**src/rtl/f_pc_fetch_pkg.sv**
```systemverilog
// Shared fetch/memory constants: address map, exception codes and next-PC source select.
package f_pc_fetch_pkg;

  localparam logic [31:0] RESET_PC = 32'h0000_3000;
  localparam logic [31:0] EXC_PC   = 32'h0000_4180;
  localparam logic [31:0] IM_BASE  = 32'h0000_3000;
  localparam logic [31:0] IM_TOP   = 32'h0000_6FFC;

  localparam logic [4:0] EXC_INT  = 5'd0;
  localparam logic [4:0] EXC_ADEL = 5'd4;
  localparam logic [4:0] EXC_ADES = 5'd5;
  localparam logic [4:0] EXC_SYS  = 5'd8;
  localparam logic [4:0] EXC_RI   = 5'd10;
  localparam logic [4:0] EXC_OV   = 5'd12;

  localparam logic [1:0] ALIGN_WORD = 2'b11;
  localparam logic [1:0] ALIGN_HALF = 2'b01;
  localparam logic [1:0] ALIGN_BYTE = 2'b00;

  typedef enum logic [2:0] {
    NPC_SEQ,
    NPC_HOLD,
    NPC_REDIR,
    NPC_PEND,
    NPC_EPC,
    NPC_EXC
  } npc_sel_e;

endpackage

```
**src/rtl/f_addr_check.sv**
```systemverilog
// Combinational address-error check: misaligned (per align mask) or outside [LO_ADDR, HI_ADDR].
// Shared by the fetch PC and the M-stage load address; zero latency, no flow control.
module f_addr_check #(
  parameter logic [31:0] LO_ADDR = 32'h0000_3000,
  parameter logic [31:0] HI_ADDR = 32'h0000_6FFC
) (
  input  logic [31:0] addr_i,
  input  logic [1:0]  align_mask_i,
  output logic        adel_o
);

  logic misaligned;
  logic out_of_range;

  assign misaligned   = |(addr_i[1:0] & align_mask_i);
  assign out_of_range = (addr_i < LO_ADDR) || (addr_i > HI_ADDR);
  assign adel_o       = misaligned | out_of_range;

endmodule

```
**src/rtl/f_pc_fetch.sv**
```systemverilog
// Fetch-stage PC generator with pending-redirect latch and AdEL fetch check.
// PC updates at posedge; outputs are combinational on pc (latency 0); en=0 stalls but req/eret still redirect.
module f_pc_fetch
  import f_pc_fetch_pkg::*;
(
  input  logic        clk,
  input  logic        reset,
  input  logic        en,
  input  logic        req,
  input  logic        eret_req,
  input  logic [31:0] epc,
  input  logic        redir_valid,
  input  logic [31:0] redir_target,
  input  logic        d_is_jump,
  input  logic [31:0] im_rdata,
  output logic [31:0] im_addr,
  output logic [31:0] F_PC,
  output logic [31:0] F_Instr,
  output logic [4:0]  F_exc_code,
  output logic        F_is_BD
);

  logic [31:0] pc_q, pc_d;
  logic        pend_v_q, pend_v_d;
  logic [31:0] pend_tgt_q, pend_tgt_d;
  npc_sel_e    npc_sel;
  logic        fetch_adel;

  always_comb begin
    npc_sel = NPC_SEQ;
    if (req)               npc_sel = NPC_EXC;
    else if (eret_req)     npc_sel = NPC_EPC;
    else if (!en)          npc_sel = NPC_HOLD;
    else if (redir_valid)  npc_sel = NPC_REDIR;
    else if (pend_v_q)     npc_sel = NPC_PEND;
  end

  always_comb begin
    pc_d       = pc_q + 32'd4;
    pend_v_d   = pend_v_q;
    pend_tgt_d = pend_tgt_q;
    unique case (npc_sel)
      NPC_EXC: begin
        pc_d     = EXC_PC;
        pend_v_d = 1'b0;
      end
      NPC_EPC: begin
        pc_d     = epc;
        pend_v_d = 1'b0;
      end
      NPC_HOLD: begin
        pc_d = pc_q;
        // A redirect resolved while stalled is remembered; the newest one wins.
        if (redir_valid) begin
          pend_v_d   = 1'b1;
          pend_tgt_d = redir_target;
        end
      end
      NPC_REDIR: begin
        pc_d     = redir_target;
        pend_v_d = 1'b0;
      end
      NPC_PEND: begin
        pc_d     = pend_tgt_q;
        pend_v_d = 1'b0;
      end
      default: begin
        pc_d = pc_q + 32'd4;
      end
    endcase
  end

  always_ff @(posedge clk) begin
    if (reset) begin
      pc_q       <= RESET_PC;
      pend_v_q   <= 1'b0;
      pend_tgt_q <= 32'h0;
    end else begin
      pc_q       <= pc_d;
      pend_v_q   <= pend_v_d;
      pend_tgt_q <= pend_tgt_d;
    end
  end

  f_addr_check #(
    .LO_ADDR(IM_BASE),
    .HI_ADDR(IM_TOP)
  ) u_addr_check (
    .addr_i      (pc_q),
    .align_mask_i(ALIGN_WORD),
    .adel_o      (fetch_adel)
  );

  assign im_addr    = pc_q;
  assign F_PC       = pc_q;
  assign F_exc_code = fetch_adel ? EXC_ADEL : EXC_INT;
  assign F_Instr    = fetch_adel ? 32'h0 : im_rdata;
  assign F_is_BD    = d_is_jump & ~req;

endmodule

```
**config.mk**
```make
export PLATFORM = sky130hd
export DESIGN_NAME = f_pc_fetch
export DESIGN_NICKNAME = d
export VERILOG_FILES = /design/src/rtl/f_pc_fetch_pkg.sv /design/src/rtl/f_addr_check.sv /design/src/rtl/f_pc_fetch.sv
export SDC_FILE = /design/constraint.sdc
export NUM_CORES = 1
export LEC_CHECK = 0
export ABC_CLOCK_PERIOD_IN_PS = 2000
export CORE_AREA = 2 2 69 121
export DETAILED_ROUTE_END_ITERATION = 12
export DIE_AREA = 0 0 71 123
export DONT_BUFFER_PORTS = 1
export GPL_ROUTABILITY_DRIVEN = 0
export PLACE_DENSITY = 0.75
export SLEW_MARGIN = 10
export SYNTH_ARGS = -nofsm -noshare
export SYNTH_HDL_FRONTEND = slang
export SYNTH_SLANG_ARGS = --single-unit
```
**constraint.sdc**
```tcl
create_clock -name clk -period 2 [get_ports clk]
set_clock_uncertainty 0.05 [all_clocks]
set_input_delay 0.3 -clock clk [delete_from_list [all_inputs] [get_ports clk]]
set_output_delay 0.3 -clock clk [all_outputs]
set_load 0.01 [all_outputs]
```
==> results of run 1 <==
-- where the power goes --
part	internal (mW)	switching, mW	leakage, nW
clock network	1.22	0.611	0.162
registers	1.35	0.0687	0.535
logic	0.274	0.361	1.19
-- worst reg2reg max path, delay by kind of cell, from the launching register on --
family                 cells  cell delay (ns)
and+or+nand+nor            2             0.65
AOI/OAI and AO/OA          3             0.58
DFF                        1             0.33
buffers and inverters      1             0.22
-- what timing repair did --
item                                   in CTS  in global routing
resized for setup                          48                 24
hold buffers                                2                  0
pin swaps                                   2                 29
endpoints found under the hold margin      51                  0
setup endpoints to repair                  33                 45
gates cloned                                1                  3
setup buffers                               3                  5
-- sequential cells by signal, indices dropped and copies added, names as in the netlist --
| signal | flops |
|---|---|
| pend_v_q | 1 |
| F_PC | 32 |
| pend_tgt_q | 32 |
-- cell usage after synthesis, types with 9 or more instances --
master,count,area [sq um]
a211oi_1,9,67.6
buf_4,39,293
a221oi_1,14,123
clkbuf_1,23,86.3
o21ai_0,15,75.1
a21oi_1,55,275
dfxtp_1,65,1300
nand4_1,12,75.1
and2_1,37,231
buf_2,15,75.1
nor2_1,21,78.8
o21a_1,10,75.1
nand2_1,99,372
nor4_1,11,68.8
nand3_1,16,80.1
inv_1,10,37.5
-- placed cells by master, fill, tap and decap left out, types with 6 or more instances in the layout --
cell	count
nand3_1	14
and2_4	32
inv_1	10
o21a_1	10
nand2_1	99
dfxtp_2	7
nor2_1	21
nand2b_1	8
nor4_1	7
dfxtp_1	56
nand4_1	12
buf_4	67
o21ai_0	15
a221oi_1	14
a21oi_1	55
clkbuf_16	9
a211oi_1	9
nor3_1	6
a21o_1	7
-- layout make-up --
class                           instances  area, sq um  area share (%)
Multi-Input combinational cell        424         2760            52.9
Clock buffer                            9          225            4.33
Clock inverter                          7          119            2.28
Sequential cell                        65         1320            25.3
Inverter                               10         37.5           0.721
Tap cell                               90          113            2.16
Timing Repair Buffer                   75          629            12.1
Antenna cell                            3         7.51           0.144
-- logic make-up (layout without fill, tap and decap cells) --
family                     Yosys count  count (layout)  synth area share (%)
and+or+nand+nor                    241             241                  29.1
other                                1               7                0.0854
buffers and inverters               92             101                  12.0
DFF                                 65              65                  29.6
adders and majority gates            1               1                 0.285
xor gates and xnor gates             9               9                  1.80
muxes                                2               2                 0.484
AOI/OAI and AO/OA                  167             167                  26.6
-- metrics by stage --
stage	power, mW	std cells	setup TNS [ns]	setup WS (ns)
after floorplan	1.86	581	0	0.0515
after global placement	1.96	652	0	0.137
after detailed placement	1.97	652	0	0.117
after CTS	3.86	674	-3.51	-0.127
after global routing	4.01	682	-6.42	-0.205
final	3.88	683	-4.13	-0.139
-- worst min-delay path by stage --
stage	to	cells after the start	slack, ns	startpoint
final	F_PC[20]	1	0.01	reset
after global routing	F_PC[20]	1	0.01	reset
after CTS	F_PC[20]	1	0.01	reset
after detailed placement	F_PC[28]	1	0.33	reset
after global placement	F_PC[25]	1	0.32	reset
after floorplan	F_PC[2]	2	0.38	pend_tgt_q[2]
-- per-layer routing --
metal  vias up  global-route usage [%]
met5         -                       0
li1       2069                       -
met3        65                    9.78
met1      2206                    37.2
met2       338                    61.4
met4         0                    19.1
==> impl_metrics.csv, run 1 <==
group,metric,value,unit
status,status,"finished with violations",
status,violations,"negative setup slack",
placement,portBuffers,0,
grt,grt_pass1_wl,23100,microns
drt,vias_per_cell,6.85,
floorplan,initial_core_util,56.3,%
floorplan,core-area,7800,sq um
critical_path,critPathTopFamily,"simple AND/OR/NAND/NOR gates",
grt,first_global_vias,4373,
critical_path,cp-start-kind,"register",
synthesis,synth_async_sr_flop_share,0,%
power_and_ir_drop,irDropWorstVdd,1.22,mV
critical_path,cp_max_fo,8,
critical_path,cpPeakStageDelay,0.36,ns
critical_path,path_cells,"nor4_4 -> nand3_2 -> nor3_4 -> buf_12 -> buf_6 -> and2_4",
clock_tree,clock-sinks,65,
critical_path,path_buf_inv,2,
drt,drt_wl_total,15800,microns
synthesis,yosys_warnings,0,
drt,postRouteAntennaNets,0,
placement,dp_hpwl,10900,microns
finish,stdcell_area,5200,sq um
synthesis,syn_area_per_cell,7.60,sq um
synthesis,synth_cell_type_count,68,
grt,antenna_found_initial,3,
power_and_ir_drop,p_leak,1.89,nW
synthesis,synth.cell_area,4390,sq um
drt,wl_met1,5310,microns
grt,grt_usage,34.9,%
drt,first_iter_violations,583,
critical_path,cp.required,1.65,ns
clock_tree,path_clk_slew,0.06,ns
critical_path,r2r_slack,0.11,ns
sta,worst_pin_slew,0.641,ns
critical_path,r2r_end,"F_PC[5]",
power_and_ir_drop,power.density,747,nW/um^2
clock_tree,cts_buffers,9,
synthesis,synth_edf_count,0,
critical_path,end_kind,"primary output",
drt,top_layer_used,"met4",
synthesis,yosys_most_used_dff,"dfxtp_1",
finish,nets,689,
finish,fill_cells,635,
sta,setup_viol,33,
sta,maxSlewViolCount,0,
floorplan,die_y,123,microns
finish,drive_gt1_share,26.9,%
placement,placed_area,4530,sq um
grt,overflow,0,
drt,drc_errors,0,
clock_tree,root_buffer,"clkbuf_16",
hold_path,min_path_type,"input pin to register",
critical_path,cp-startpoint,"F_PC[22]",
critical_path,arrival,1.79,ns
critical_path,criticalPathCategory,"register to primary output",
job,cap_viol_max_count,0,
clock_tree,htree_levels,3,
sta,fin_ws,-0.139,ns
floorplan,die_area,8730,sq um
sta,fmax,0.467,GHz
critical_path,critPathCapture,"F_Instr[7]",
sta,rsz0062_at_grt,"true",
sta,timing.final.hold_violations,0,
drt,dr.pass1.iters,5,
finish,final_core_util,66.7,%
floorplan,ios,205,
sta,period_minus_slack,2.14,ns
clock_tree,cts_tree,"yes",
drt,num_vias,4678,
critical_path,r2r.worst_path.cells,6,
sta,post-route-period-util,107,%
synthesis,syn_inst,578,
synthesis,ys_seq_area_share,29.6,%
drt,route.met3.wl,1500,microns
sta,hold_ws,0.0137,ns
sta,slew_headroom,56.2,%
floorplan,rows,43,
synthesis,ys_seq_elements,65,
finish,area_growth,18.5,%
clock_tree,clockBufferDepth,2,
drt,route.met2.wl,8130,microns
drt,avgRoutedWirePerCell,23.1,microns
critical_path,crit_cells,6,
clock_tree,clkLatencyLatePin,0.34,ns
floorplan,die_w,71,microns
critical_path,slowest_stage,"dfxtp_4",
critical_path,timing.rr.start,"pend_v_q",
grt,grt_max_degree,52,
No activity file was read; power rests on OpenSTA's default activity.
==> run 2: changes to the inputs <==
- ABC_CLOCK_PERIOD_IN_PS: 2000 -> 2700
- CORE_AREA: 2 2 69 121 -> 2 2 67 117
- DIE_AREA: 0 0 71 123 -> 0 0 69 119
- PLACE_DENSITY: 0.75 -> 0.76
- clock period: 2 -> 2.7 ns (I/O delays scaled with it)
==> impl_metrics.csv, run 2 (synthesis results as in run 1) <==
group,metric,value,unit
grt,grt_usage,34.4,%
drt,dr.pass1.iters,6,
critical_path,slowest_stage,"dfxtp_1",
clock_tree,postCtsSetupBuffers,0,
critical_path,cp-start-kind,"register",
clock_tree,cts_buffers,9,
floorplan,die_area,8210,sq um
finish,final_cell_mix,"99 x nand2_1, 65 x dfxtp_1, 55 x a21oi_1",
sta,maxSlewViolCount,0,
critical_path,cp-startpoint,"F_PC[15]",
hold_path,min_path_type,"input pin to register",
critical_path,critPathCapture,"F_Instr[23]",
drt,drt_wl_total,14500,microns
power_and_ir_drop,p_comb_share,11.5,%
finish,area_growth,1.23,%
drt,first_iter_violations,439,
placement,pre_cts_slack,0.519,ns
finish,mostFrequentLayoutCell,"nand2_1",
sta,post-route-period-util,92.7,%
power_and_ir_drop,irDropWorstVdd,0.491,mV
hold_path,whs_path_depth,1,
finish,nets,630,
critical_path,arrival,2.05,ns
critical_path,path_buf_inv,1,
finish,fin_cells,622,
finish,final_core_util,60.4,%
critical_path,criticalPathCategory,"register to primary output",
critical_path,cpPeakStageDelay,0.45,ns
critical_path,end_kind,"primary output",
drt,postRouteAntennaNets,0,
floorplan,die_w,69,microns
power_and_ir_drop,p_clk_share,44.1,%
clock_tree,root_buffer,"clkbuf_16",
power_and_ir_drop,switching_share,28.0,%
critical_path,r2r_slack,0.37,ns
floorplan,die_y,119,microns
critical_path,cp_max_fo,33,
grt,antenna_found_initial,7,
floorplan,initial_core_util,59.7,%
placement,portBuffers,0,
clock_tree,path_clk_slew,0.05,ns
power_and_ir_drop,p_int,1.78,mW
grt,grt_pass1_wl,22000,microns
grt,first_global_vias,4183,
critical_path,critPathTopFamily,"simple AND/OR/NAND/NOR gates",
drt,vias_per_cell,6.94,
floorplan,rows,42,
finish,fill_cells,705,
floorplan,ios,205,
power_and_ir_drop,seqPwrFrac,44.4,%
drt,avgRoutedWirePerCell,23.3,microns
grt,grt_max_degree,70,
critical_path,r2r.worst_path.cells,4,
power_and_ir_drop,p_leak,1.47,nW
sta,setup_viol,0,
floorplan,core-area,7360,sq um
clock_tree,clock-sinks,65,
placement,numPlacedInstances,603,
clock_tree,cts_hold_buf,0,
sta,final.setup.tns,0,ns
critical_path,crit_cells,5,
sta,rsz0062_at_grt,"false",
grt,overflow,0,
critical_path,cp.required,2.25,ns
clock_tree,clockBufferDepth,2,
drt,num_vias,4315,
critical_path,r2r_end,"F_PC[7]",
power_and_ir_drop,power.density,557,nW/um^2
sta,timing.final.hold_violations,0,
critical_path,timing.rr.start,"pend_v_q",
clock_tree,cts_resized,0,
sta,worst_pin_slew,1.03,ns
placement,dp_hpwl,10400,microns
power_and_ir_drop,power,2.48,mW
clock_tree,clkLatencyLatePin,0.34,ns
sta,slew_headroom,31.1,%
finish,drive_gt1_share,8.66,%
critical_path,path_cells,"nor4_1 -> nand2_1 -> nor3_2 -> buf_4 -> and2_1",
sta,fin_ws,0.198,ns
drt,drc_errors,0,
clock_tree,cts_tree,"yes",
clock_tree,htree_levels,3,
power_and_ir_drop,power_switching,0.694,mW
sta,fmax,0.400,GHz
sta,period_minus_slack,2.50,ns
job,cap_viol_max_count,0,
status,status,"complete, no violations",
==> run 2: cell types whose count changed in the layout (fill, tap and decap cells not counted), sizes merged <==
cell	previous run	this run
bufinv	3	0
clkinv	2	3
buf	74	16
clkbuf	9	13
clkinvlp	2	0
dlygate4sd3	1	0
==> run 2: power by group through the flow <==
stage	Sequential [mW]	Clock (mW)	Combinational, mW
CTS	1.10	1.10	0.281
global placement	1.11	0	0.272
global route	1.10	1.14	0.313
floorplan	1.08	0	0.296
detailed placement	1.12	0	0.279
finish	1.10	1.09	0.286
==> run 2: worst reg2reg max path, delay by kind of cell (launching register included) <==
kind / cells / cell delay [ns]
AO/OA/AOI/OAI: 3 / 1.07
AND/OR/NAND/NOR: 1 / 0.53
flip-flops: 1 / 0.51
==> run 2: metal layers <==
layer | GRT usage, % | wire length [microns] | vias to the layer above
met4 | 18.5 | 558 | 0
met3 | 9.81 | 1590 | 53
met1 | 36.0 | 4850 | 1972
met2 | 60.8 | 7480 | 341
met5 | 0 | 0 | -
li1 | - | - | 1949
==> run 2: worst min path at each step <==
stage          slack, ns            from             end
2_1_floorplan       0.38   pend_tgt_q[2]         F_PC[2]
3_3_place_gp        0.38   pend_tgt_q[7]   pend_tgt_q[7]
3_5_place_dp        0.39  pend_tgt_q[14]  pend_tgt_q[14]
4_1_cts             0.08           reset  pend_tgt_q[29]
5_1_grt             0.07           reset  pend_tgt_q[24]
6_report            0.09           reset  pend_tgt_q[29]
==> run 2: layout make-up <==
cell class              count  area (sq um)  share of cell area [%]
clock inverters             3          15.0                   0.338
inverters                  10          37.5                   0.845
diodes                      3          7.51                   0.169
flip-flops and latches     65          1300                    29.3
clock buffers              13           260                    5.86
multi-input cells         424          2580                    58.1
well taps                  88           110                    2.48
repair buffers             16           133                    2.98
==> run 2: through the flow <==
step                area, sq um  hold WS (ns)
finish                     4440        0.0900
global route               4440        0.0745
CTS                        4440        0.0768
detailed placement         4160         0.390
global placement           4160         0.385
floorplan                  4400         0.382
==> run 3: changes to the inputs <==
- SETUP_SLACK_MARGIN: unset -> 0.5
==> impl_metrics.csv, run 3 (synthesis results as in run 1) <==
group,metric,value,unit
finish,mostFrequentLayoutCell,"nand2_1",
floorplan,die_w,69,microns
clock_tree,clock-sinks,65,
drt,drc_errors,0,
hold_path,min_path_type,"input pin to register",
job,cap_viol_max_count,0,
sta,fin_ws,0.415,ns
placement,numPlacedInstances,603,
grt,first_global_vias,4281,
drt,postRouteAntennaNets,0,
critical_path,cp-start-kind,"register",
finish,fin_cells,626,
sta,maxSlewViolCount,0,
floorplan,die_area,8210,sq um
sta,worst_pin_slew,0.644,ns
clock_tree,path_clk_slew,0.05,ns
floorplan,die_y,119,microns
floorplan,rows,42,
status,status,"complete, no violations",
finish,fill_cells,667,
drt,vias_per_cell,7.00,
hold_path,hp-start,"reset",
drt,first_iter_violations,478,
grt,grt_usage,35.7,%
critical_path,criticalPathCategory,"register to primary output",
drt,num_vias,4379,
clock_tree,htree_levels,3,
critical_path,timing.rr.start,"F_PC[16]",
critical_path,cp_max_fo,8,
clock_tree,clockBufferDepth,2,
floorplan,core-area,7360,sq um
clock_tree,root_buffer,"clkbuf_16",
sta,post-route-period-util,84.6,%
floorplan,initial_core_util,59.7,%
drt,avgRoutedWirePerCell,23.9,microns
drt,dr.pass1.iters,5,
drt,drt_wl_total,15000,microns
sta,timing.final.hold_violations,0,
sta,fmax,0.438,GHz
grt,antenna_found_initial,1,
finish,drive_gt1_share,22.2,%
finish,final_core_util,64.1,%
power_and_ir_drop,power,2.53,mW
critical_path,arrival,1.83,ns
critical_path,cp.required,2.25,ns
placement,dp_hpwl,10400,microns
power_and_ir_drop,power.density,537,nW/um^2
sta,slew_headroom,57.0,%
sta,final.setup.tns,0,ns
placement,portBuffers,0,
power_and_ir_drop,p_leak,1.58,nW
finish,nets,636,
critical_path,end_kind,"primary output",
clock_tree,cts_hold_buf,0,
placement,pre_cts_slack,0.519,ns
floorplan,ios,205,
sta,setup_viol,0,
finish,area_growth,7.35,%
sta,period_minus_slack,2.28,ns
finish,final_cell_mix,"98 x nand2_1, 55 x a21oi_1, 42 x dfxtp_1",
grt,grt_max_degree,70,
power_and_ir_drop,irDropWorstVdd,0.465,mV
grt,grt_pass1_wl,22800,microns
sta,rsz0062_at_grt,"true",
critical_path,cp-startpoint,"F_PC[31]",
clock_tree,clkLatencyLatePin,0.34,ns
grt,overflow,0,
clock_tree,cts_tree,"yes",
clock_tree,cts_buffers,9,
run 3: path summary, 6_finish.rpt:
check / to / slack (ns) / cells past startpoint
setup / recovery: F_Instr[18] / 0.42 / 6
hold / removal: F_PC[28] / 0.10 / 1
setup reg to reg: F_PC[29] / 0.65 / 5
hold reg to reg: F_PC[1] / 0.40 / 2
run 3: metrics by stage:
| step | cell area [sq um] | hold slack [ns] |
|---|---|---|
| global placement | 4160 | 0.385 |
| global route | 4710 | 0.0745 |
| floorplan | 4400 | 0.382 |
| detailed placement | 4160 | 0.390 |
| finish | 4710 | 0.101 |
| CTS | 4650 | 0.0714 |
run 3: power breakdown:
part           total [mW]  internal [mW]  switching [mW]
sequential           1.11           1.01           0.103
combinational       0.331          0.145           0.186
clock                1.09          0.667           0.426
total                2.53           1.82           0.715
run 3: worst max-delay path, cell delays in order (launching register included):
cell and delay (ns):
dfxtp_4 0.39, nor4_4 0.33, nand2_2 0.12, nor3_4 0.19
buf_6 0.15, buf_6 0.14, and2_4 0.16
run 3: layer usage:
| layer | global-route usage (%) | wire length (microns) |
|---|---|---|
| met1 | 36.6 | 5010 |
| met2 | 62.9 | 7650 |
| met3 | 9.64 | 1390 |
| met4 | 22.5 | 923 |
| met5 | 0 | 0 |
run 3: final cells by class:
class                           instances  area [sq um]  share of cell area [%]
Multi-Input combinational cell        424          2750                    58.3
Sequential cell                        65          1340                    28.5
Antenna cell                            1          2.50                  0.0531
Tap cell                               88           110                    2.34
Timing Repair Buffer                   22           193                    4.09
Inverter                               10          40.0                   0.849
Clock inverter                          3          15.0                   0.319
Clock buffer                           13           260                    5.52
run 3: repair_timing:
| action | CTS | global route |
|---|---|---|
| endpoints found under the setup margin | 34 | 58 |
| hold endpoints to repair | 0 | 0 |
| cloned | 4 | 0 |
| pin swaps | 10 | 3 |
| setup buffers | 2 | 0 |
| gates resized for setup | 65 | 24 |
